<file path="config.mk">
export PLATFORM = sky130hd
export DESIGN_NAME = sb_tx_arbiter_flat
export DESIGN_NICKNAME = d
export VERILOG_FILES = /design/src/rtl/sb_tx_arbiter_if.sv /design/src/rtl/sb_tx_arbiter.sv /design/src/flat_wrapper.sv
export SDC_FILE = /design/constraint.sdc
export NUM_CORES = 1
export LEC_CHECK = 0
export CAP_MARGIN = 5
export CORE_AREA = 2 2 148 150
export CTS_BUF_LIST = sky130_fd_sc_hd__clkbuf_4
export DETAILED_ROUTE_END_ITERATION = 8
export DIE_AREA = 0 0 150 152
export GPL_TIMING_DRIVEN = 0
export PLACE_DENSITY = 0.69
export SYNTH_ARGS = -nofsm -noshare
export SYNTH_HDL_FRONTEND = slang
export SYNTH_SLANG_ARGS = --single-unit
</file>
<file path="constraint.sdc">
create_clock -name clk_100MHz -period 3.29 [get_ports clk_100MHz]
set_clock_uncertainty 0.15 [all_clocks]
set_input_delay 0.8225 -clock clk_100MHz [delete_from_list [all_inputs] [get_ports clk_100MHz]]
set_output_delay 0.8225 -clock clk_100MHz [all_outputs]
set_load 0.01 [all_outputs]
</file>
<file path="src/rtl/sb_tx_arbiter_if.sv">
// Sideband TX arbitration bundle: per-requester message inputs, acks, and the shared SB TX channel.
// The master modport is the arbiter's view; the slave modport is the requesters plus SB TX.
`timescale 1ns/1ps
interface sb_tx_arbiter_if #(
    parameter int N_REQ  = 4,
    parameter int DATA_W = 64,
    parameter int MSG_W  = 8
);
    localparam int IDX_W = $clog2(N_REQ);

    logic [N_REQ-1:0]             req_valid_i;
    logic [N_REQ-1:0][MSG_W-1:0]  req_msg_i;
    logic [N_REQ-1:0][DATA_W-1:0] req_data_i;
    logic [N_REQ-1:0]             req_ack_o;
    logic [N_REQ-1:0]             grant_o;
    logic [MSG_W-1:0]             SB_TX_msg_o;
    logic [DATA_W-1:0]            SB_TX_dataBus_o;
    logic                         SB_TX_msg_valid_o;
    logic                         SB_TX_msg_sendNextFlag_i;
    logic                         timeout_o;
    logic [IDX_W-1:0]             timeout_id_o;

    modport master (
        input  req_valid_i, req_msg_i, req_data_i, SB_TX_msg_sendNextFlag_i,
        output req_ack_o, grant_o, SB_TX_msg_o, SB_TX_dataBus_o, SB_TX_msg_valid_o,
               timeout_o, timeout_id_o
    );

    modport slave (
        output req_valid_i, req_msg_i, req_data_i, SB_TX_msg_sendNextFlag_i,
        input  req_ack_o, grant_o, SB_TX_msg_o, SB_TX_dataBus_o, SB_TX_msg_valid_o,
               timeout_o, timeout_id_o
    );
endinterface

</file>
<file path="src/rtl/sb_tx_arbiter.sv">
// Round-robin owner of the single sideband TX channel shared by the LTSM substate blocks.
// One message in flight at a time; released by sendNextFlag (acked) or by timeout (not acked).
`timescale 1ns/1ps
module sb_tx_arbiter #(
    parameter int N_REQ       = 4,
    parameter int DATA_W      = 64,
    parameter int MSG_W       = 8,
    parameter int TIMEOUT_CYC = 1024
) (
    input  logic            clk_100MHz,
    input  logic            reset_n,
    input  logic            enable_i,
    sb_tx_arbiter_if.master sb_if
);
    localparam int IDX_W = $clog2(N_REQ);
    localparam int CNT_W = $clog2(TIMEOUT_CYC);
    localparam logic [CNT_W-1:0] CNT_LAST = CNT_W'(TIMEOUT_CYC - 1);

    typedef enum logic [1:0] {
        ST_IDLE = 2'd0,
        ST_WAIT = 2'd1,
        ST_GAP  = 2'd2
    } state_t;

    state_t            r_state;
    state_t            w_state_nxt;
    logic [IDX_W-1:0]  r_ptr;
    logic [IDX_W-1:0]  r_owner;
    logic [IDX_W-1:0]  r_timeout_id;
    logic [CNT_W-1:0]  r_cnt;
    logic [N_REQ-1:0]  r_grant;
    logic [N_REQ-1:0]  r_ack;
    logic [MSG_W-1:0]  r_msg;
    logic [DATA_W-1:0] r_data;
    logic              r_valid;
    logic              r_timeout;

    logic              w_any;
    logic [IDX_W-1:0]  w_win;
    logic [IDX_W-1:0]  w_scan;
    logic              w_do_grant;
    logic              w_do_ack;
    logic              w_do_tmo;

    function automatic logic [IDX_W-1:0] f_next(input logic [IDX_W-1:0] idx);
        if (idx == IDX_W'(N_REQ - 1)) return '0;
        return idx + IDX_W'(1);
    endfunction

    function automatic logic [N_REQ-1:0] f_onehot(input logic [IDX_W-1:0] idx);
        logic [N_REQ-1:0] v;
        v      = '0;
        v[idx] = 1'b1;
        return v;
    endfunction

    // Scan requesters starting at the round-robin pointer, wrapping at N_REQ.
    always_comb begin
        w_any  = 1'b0;
        w_win  = r_ptr;
        w_scan = r_ptr;
        for (int i = 0; i < N_REQ; i++) begin
            if (!w_any && sb_if.req_valid_i[w_scan]) begin
                w_any = 1'b1;
                w_win = w_scan;
            end
            w_scan = f_next(w_scan);
        end
    end

    always_ff @(posedge clk_100MHz or negedge reset_n) begin
        if (!reset_n) r_state <= ST_IDLE;
        else          r_state <= w_state_nxt;
    end

    // sendNextFlag is checked before the timeout so a flag on the last cycle still acks.
    always_comb begin
        w_state_nxt = r_state;
        w_do_grant  = 1'b0;
        w_do_ack    = 1'b0;
        w_do_tmo    = 1'b0;
        case (r_state)
            ST_IDLE: begin
                if (enable_i && w_any) begin
                    w_do_grant  = 1'b1;
                    w_state_nxt = ST_WAIT;
                end
            end
            ST_WAIT: begin
                if (sb_if.SB_TX_msg_sendNextFlag_i) begin
                    w_do_ack    = 1'b1;
                    w_state_nxt = ST_GAP;
                end else if (r_cnt == CNT_LAST) begin
                    w_do_tmo    = 1'b1;
                    w_state_nxt = ST_GAP;
                end
            end
            ST_GAP:  w_state_nxt = ST_IDLE;
            default: w_state_nxt = ST_IDLE;
        endcase
    end

    always_ff @(posedge clk_100MHz or negedge reset_n) begin
        if (!reset_n) begin
            r_ptr        <= '0;
            r_owner      <= '0;
            r_timeout_id <= '0;
            r_cnt        <= '0;
            r_grant      <= '0;
            r_ack        <= '0;
            r_msg        <= '0;
            r_data       <= '0;
            r_valid      <= 1'b0;
            r_timeout    <= 1'b0;
        end else begin
            r_ack     <= '0;
            r_timeout <= 1'b0;
            if (w_do_grant) begin
                r_owner <= w_win;
                r_grant <= f_onehot(w_win);
                r_valid <= 1'b1;
                r_msg   <= sb_if.req_msg_i[w_win];
                r_data  <= sb_if.req_data_i[w_win];
            end
            if (w_do_ack || w_do_tmo) begin
                r_valid <= 1'b0;
                r_grant <= '0;
                r_ptr   <= f_next(r_owner);
            end
            if (w_do_ack) r_ack <= f_onehot(r_owner);
            if (w_do_tmo) begin
                r_timeout    <= 1'b1;
                r_timeout_id <= r_owner;
            end
            // Counter only runs while a message is waiting; any release clears it.
            if (r_state == ST_WAIT && !w_do_ack && !w_do_tmo) r_cnt <= r_cnt + CNT_W'(1);
            else                                              r_cnt <= '0;
        end
    end

    assign sb_if.req_ack_o         = r_ack;
    assign sb_if.grant_o           = r_grant;
    assign sb_if.SB_TX_msg_o       = r_msg;
    assign sb_if.SB_TX_dataBus_o   = r_data;
    assign sb_if.SB_TX_msg_valid_o = r_valid;
    assign sb_if.timeout_o         = r_timeout;
    assign sb_if.timeout_id_o      = r_timeout_id;
endmodule

</file>
<file path="src/flat_wrapper.sv">
// flat-port wrapper written by rule: the top's interface ports become plain ports
module sb_tx_arbiter_flat 
#(
    parameter int N_REQ       = 4,
    parameter int DATA_W      = 64,
    parameter int MSG_W       = 8,
    parameter int TIMEOUT_CYC = 1024
)
  (clk_100MHz, reset_n, enable_i, sb_if_req_valid_i, sb_if_req_msg_i, sb_if_req_data_i, sb_if_SB_TX_msg_sendNextFlag_i, sb_if_req_ack_o, sb_if_grant_o, sb_if_SB_TX_msg_o, sb_if_SB_TX_dataBus_o, sb_if_SB_TX_msg_valid_o, sb_if_timeout_o, sb_if_timeout_id_o);
  sb_tx_arbiter_if #(.N_REQ(N_REQ), .DATA_W(DATA_W), .MSG_W(MSG_W)) sb_if_i ();
  input  logic clk_100MHz;
  input  logic reset_n;
  input  logic enable_i;
  input wire logic [$bits(sb_if_i.req_valid_i)-1:0] sb_if_req_valid_i;
  input wire logic [$bits(sb_if_i.req_msg_i)-1:0] sb_if_req_msg_i;
  input wire logic [$bits(sb_if_i.req_data_i)-1:0] sb_if_req_data_i;
  input wire logic [$bits(sb_if_i.SB_TX_msg_sendNextFlag_i)-1:0] sb_if_SB_TX_msg_sendNextFlag_i;
  output wire logic [$bits(sb_if_i.req_ack_o)-1:0] sb_if_req_ack_o;
  output wire logic [$bits(sb_if_i.grant_o)-1:0] sb_if_grant_o;
  output wire logic [$bits(sb_if_i.SB_TX_msg_o)-1:0] sb_if_SB_TX_msg_o;
  output wire logic [$bits(sb_if_i.SB_TX_dataBus_o)-1:0] sb_if_SB_TX_dataBus_o;
  output wire logic [$bits(sb_if_i.SB_TX_msg_valid_o)-1:0] sb_if_SB_TX_msg_valid_o;
  output wire logic [$bits(sb_if_i.timeout_o)-1:0] sb_if_timeout_o;
  output wire logic [$bits(sb_if_i.timeout_id_o)-1:0] sb_if_timeout_id_o;
  assign sb_if_i.req_valid_i = sb_if_req_valid_i;
  assign sb_if_i.req_msg_i = sb_if_req_msg_i;
  assign sb_if_i.req_data_i = sb_if_req_data_i;
  assign sb_if_i.SB_TX_msg_sendNextFlag_i = sb_if_SB_TX_msg_sendNextFlag_i;
  assign sb_if_req_ack_o = sb_if_i.req_ack_o;
  assign sb_if_grant_o = sb_if_i.grant_o;
  assign sb_if_SB_TX_msg_o = sb_if_i.SB_TX_msg_o;
  assign sb_if_SB_TX_dataBus_o = sb_if_i.SB_TX_dataBus_o;
  assign sb_if_SB_TX_msg_valid_o = sb_if_i.SB_TX_msg_valid_o;
  assign sb_if_timeout_o = sb_if_i.timeout_o;
  assign sb_if_timeout_id_o = sb_if_i.timeout_id_o;
  sb_tx_arbiter #(.N_REQ(N_REQ), .DATA_W(DATA_W), .MSG_W(MSG_W), .TIMEOUT_CYC(TIMEOUT_CYC)) u_core (.clk_100MHz(clk_100MHz), .reset_n(reset_n), .enable_i(enable_i), .sb_if(sb_if_i));
endmodule
</file>
==> flow_summary.json <==
{
  "critical-path-top-delay-family": "buffers and inverters",
  "worstSkewPairLatency_ps": 470,
  "nets": 1437,
  "hold_ws_ps": 141,
  "relSlewSlack_pct": 58.2,
  "ys_seq_area_share_pct": 38.1,
  "cts_root_buf": "clkbuf_4",
  "numCtsBuffers": 9,
  "status": "finished with violations",
  "cp_slowest_cell": "clkdlybuf4s50_1",
  "drc": 0,
  "grt_pass1_wl_um": 47100,
  "layout-drive-gt1-share_pct": 14.2,
  "synth_nets": 1039,
  "post_dp_cell_area_um2": 10700,
  "path_buf_inv": 3,
  "synth_enable_flop_cells": 0,
  "vdd_drop_max_v": 0.000381,
  "crit_chain": "clkdlybuf4s50_1, or3b_2, a211oi_4, a31oi_4, buf_4, clkbuf_1, and3_1, a2111oi_1, a311oi_1",
  "clkPwrFrac_pct": 6.1,
  "cts_num_sinks": 100,
  "utilization_pct": 53.1,
  "dp_cells": 1395,
  "grt_max_degree": 67,
  "seq_area_um2": 2500,
  "grtUsageTotal_pct": 26.9,
  "crit_required_ps": 3490,
  "antenna_found_initial": 3,
  "ios": 380,
  "period_minus_slack_ps": 3380,
  "dieArea_um2": 22800,
  "first_global_vias": 8005,
  "crit_path_end_kind": "flip-flop",
  "power.switching_mw": 5.29,
  "slew_viol_final": 0,
  "yosys.area.top_type_share_pct": 38.1,
  "synth_top_cell_by_area": "dfrtp_1",
  "ys_seq_elements": 100,
  "cp.arrival_ps": 3580,
  "holdBufCountCts": 0,
  "start_util_pct": 30.8,
  "yosysUniqueCellTypes": 50,
  "timing.fmax_mhz": 296,
  "dp_hpwl_um": 24000,
  "io_buffers": 377,
  "finalCritPeriodShare_pct": 103,
  "final_cell_area_um2": 11300,
  "syn2layout_area_growth_pct": 72.7,
  "hold_violations": 0,
  "drtIter0Drc": 483,
  "maxCapViolations": 0,
  "grt_overflow": 0,
  "intPower_mw": 5.22,
  "p_comb_share_pct": 74.0,
  "avgSynthCellArea_um2": 8.91,
  "start_kind": "input port",
  "hold_path_class": "in2async",
  "syn-instance-count": 737,
  "cts_tree": "built",
  "cp_max_fo": 10,
  "clockBufferDepth": 2,
  "vias_per_cell": 5.66,
  "die_h_um": 152,
  "path_class": "in2reg",
  "via_count": 8050,
  "gp_congestion": 0.917,
  "ys.flop_type": "dfrtp_1",
  "drt_wl_total_um": 32300,
  "final_cell_mix": "375 x clkdlybuf4s50_1, 99 x dfrtp_1, 87 x nor2_1, 77 x and3_1, 75 x nand3_1",
  "setup_ws_ps": -88.6,
  "max_stage_delay_ps": 610,
  "leakagePower_nw": 4.38,
  "power_frac_seq_pct": 19.9,
  "core_area_um2": 21400,
  "switching_share_pct": 50.3,
  "synth_area_um2": 6570,
  "core.rowCount": 54,
  "n_fill_cell": 2089,
  "ant_nets": 0,
  "rsz0062_at_grt": "yes",
  "clk_pin_slew_ps": 160,
  "violations": "setup timing",
  "wl_per_cell_um": 22.7,
  "firstDrtPassIters": 5,
  "final_cells": 1422,
  "ys_top_cells_by_area": "dfrtp_1 38%, a2111oi_0 9.2%, a311oi_1 7.3%, and3_1 7.3%, nand3_1 5.7%",
  "ys_async_sr_fraction_pct": 100,
  "multi_input_area_um2": 3890,
  "chipWidth_um": 150,
  "cts_max_level": 3,
  "tightest_slew_ps": 627,
  "setup_viol": 1,
  "power.density_nw_per_um2": 926,
  "layout_commonest_cell": "clkdlybuf4s50_1",
  "ys_warn_count": 0
}
-- metrics by stage --
step,worst slack [ps],total power [mW],setup TNS [ps]
CTS,0.628,9.87,0
detailed placement,-1480,9.03,-96220
finish,-88.6,10.5,-88.6
global placement,-2970,8.93,-405560
floorplan,245,6.05,0
global route,-104,11.2,-341
-- worst paths after layout --
| check | cells past startpoint | slack [ps] | start | end |
|---|---|---|---|---|
| hold / removal | 1 | 140 | reset_n | u_core.sb_if.SB_TX_dataBus_o[51]$_DFFE_PN0P_ |
| setup / recovery | 9 | -90 | sb_if_req_valid_i[1] | u_core.sb_if.SB_TX_dataBus_o[2]$_DFFE_PN0P_ |
| hold reg to reg | 1 | 350 | u_core.sb_if.grant_o[0]$_DFFE_PN0P_ | u_core.sb_if.grant_o[0]$_DFFE_PN0P_ |
| setup reg to reg | 10 | -30 | u_core.r_ptr[1]$_DFFE_PN0N_ | u_core.sb_if.SB_TX_dataBus_o[2]$_DFFE_PN0P_ |
| min in group clk_100MHz | 1 | 350 | u_core.sb_if.grant_o[0]$_DFFE_PN0P_ | u_core.sb_if.grant_o[0]$_DFFE_PN0P_ |
| max in group asynchronous | 2 | 2110 | reset_n | u_core.sb_if.SB_TX_dataBus_o[18]$_DFFE_PN0P_ |
-- flip-flops by register name, summed over array words and instances, names as in the netlist --
| signal | cells |
|---|---|
| u_core.r_owner | 2 |
| u_core.sb_if.SB_TX_msg_o | 8 |
| u_core.r_ptr | 2 |
| u_core.sb_if.SB_TX_msg_valid_o | 1 |
| u_core.sb_if.timeout_id_o | 2 |
| u_core.sb_if.grant_o | 4 |
| u_core.r_state | 2 |
| u_core.r_cnt | 10 |
| u_core.sb_if.req_ack_o | 4 |
| u_core.sb_if.timeout_o | 1 |
| u_core.sb_if.SB_TX_dataBus_o | 64 |
-- kinds of logic after synthesis --
group / count (synthesis) / share of synthesized area, %
AO/OA/AOI/OAI: 245 / 29.8
XOR/XNOR: 7 / 0.933
adder cells (fa/ha/maj): 6 / 1.14
buffers and inverters: 102 / 7.90
flip-flops: 100 / 38.1
multiplexers: 6 / 1.35
AND/OR/NAND/NOR: 271 / 20.8
-- worst reg2reg max path: cells and delay by family (launching register included) --
| kind | cells | cell delay [ps] |
|---|---|---|
| flip-flops | 1 | 470 |
| adder cells (fa/ha/maj) | 1 | 270 |
| AND/OR/NAND/NOR | 2 | 790 |
| AO/OA/AOI/OAI | 4 | 940 |
| buffers and inverters | 3 | 590 |
-- power groups by stage --
stage	combinational (mW)	sequential [mW]	clock, mW
after floorplan	3.78	2.27	0
after global placement	6.83	2.10	0
after detailed placement	6.91	2.11	0
after CTS	7.12	2.09	0.658
after global routing	8.34	2.14	0.708
final	7.78	2.09	0.639
-- layer usage --
metal | wire, um | part of all wire, % | global-route usage [%]
met4 | 950 | 2.9 | 8.72
met5 | 13 | 0.040 | 0
met3 | 2540 | 7.9 | 7.30
met2 | 15900 | 49 | 46.3
met1 | 12900 | 40 | 32.5
-- repair_timing --
| item | CTS | global route |
|---|---|---|
| setup buffers | 5 | 5 |
| endpoints found under the setup margin | 79 | 75 |
| gates cloned | 0 | 1 |
| resized for setup | 43 | 135 |
| pin swaps | 1 | 0 |
-- cell type report --
| type | count | area share (%) |
|---|---|---|
| Antenna cell | 2 | 0.0441 |
| Timing Repair Buffer | 389 | 34.2 |
| Clock inverter | 5 | 0.342 |
| Sequential cell | 100 | 22.1 |
| Clock buffer | 11 | 0.728 |
| Multi-Input combinational cell | 535 | 34.3 |
| Inverter | 9 | 0.298 |
| Tap cell | 280 | 3.09 |
| Buffer | 91 | 4.94 |
-- Yosys cell counts (2+ instances only) --
library cell,n
a2111oi_0,69
a2111oi_1,3
a21o_1,3
a21oi_1,74
a311oi_1,55
a311oi_2,17
a31oi_1,3
and3_1,77
buf_2,14
buf_4,7
buf_6,12
clkbuf_1,58
clkbuf_2,2
dfrtp_1,100
ha_1,6
inv_1,9
mux2_2,3
mux4_2,2
nand2_1,12
nand2b_1,3
nand3_1,75
nor2_1,87
nor2b_1,2
nor3_1,5
nor4b_1,2
o21ai_0,5
o21ai_1,2
o2bb2ai_1,2
o31a_1,2
xnor2_1,3
xor2_1,4
(Power assumes the default switching activity.)
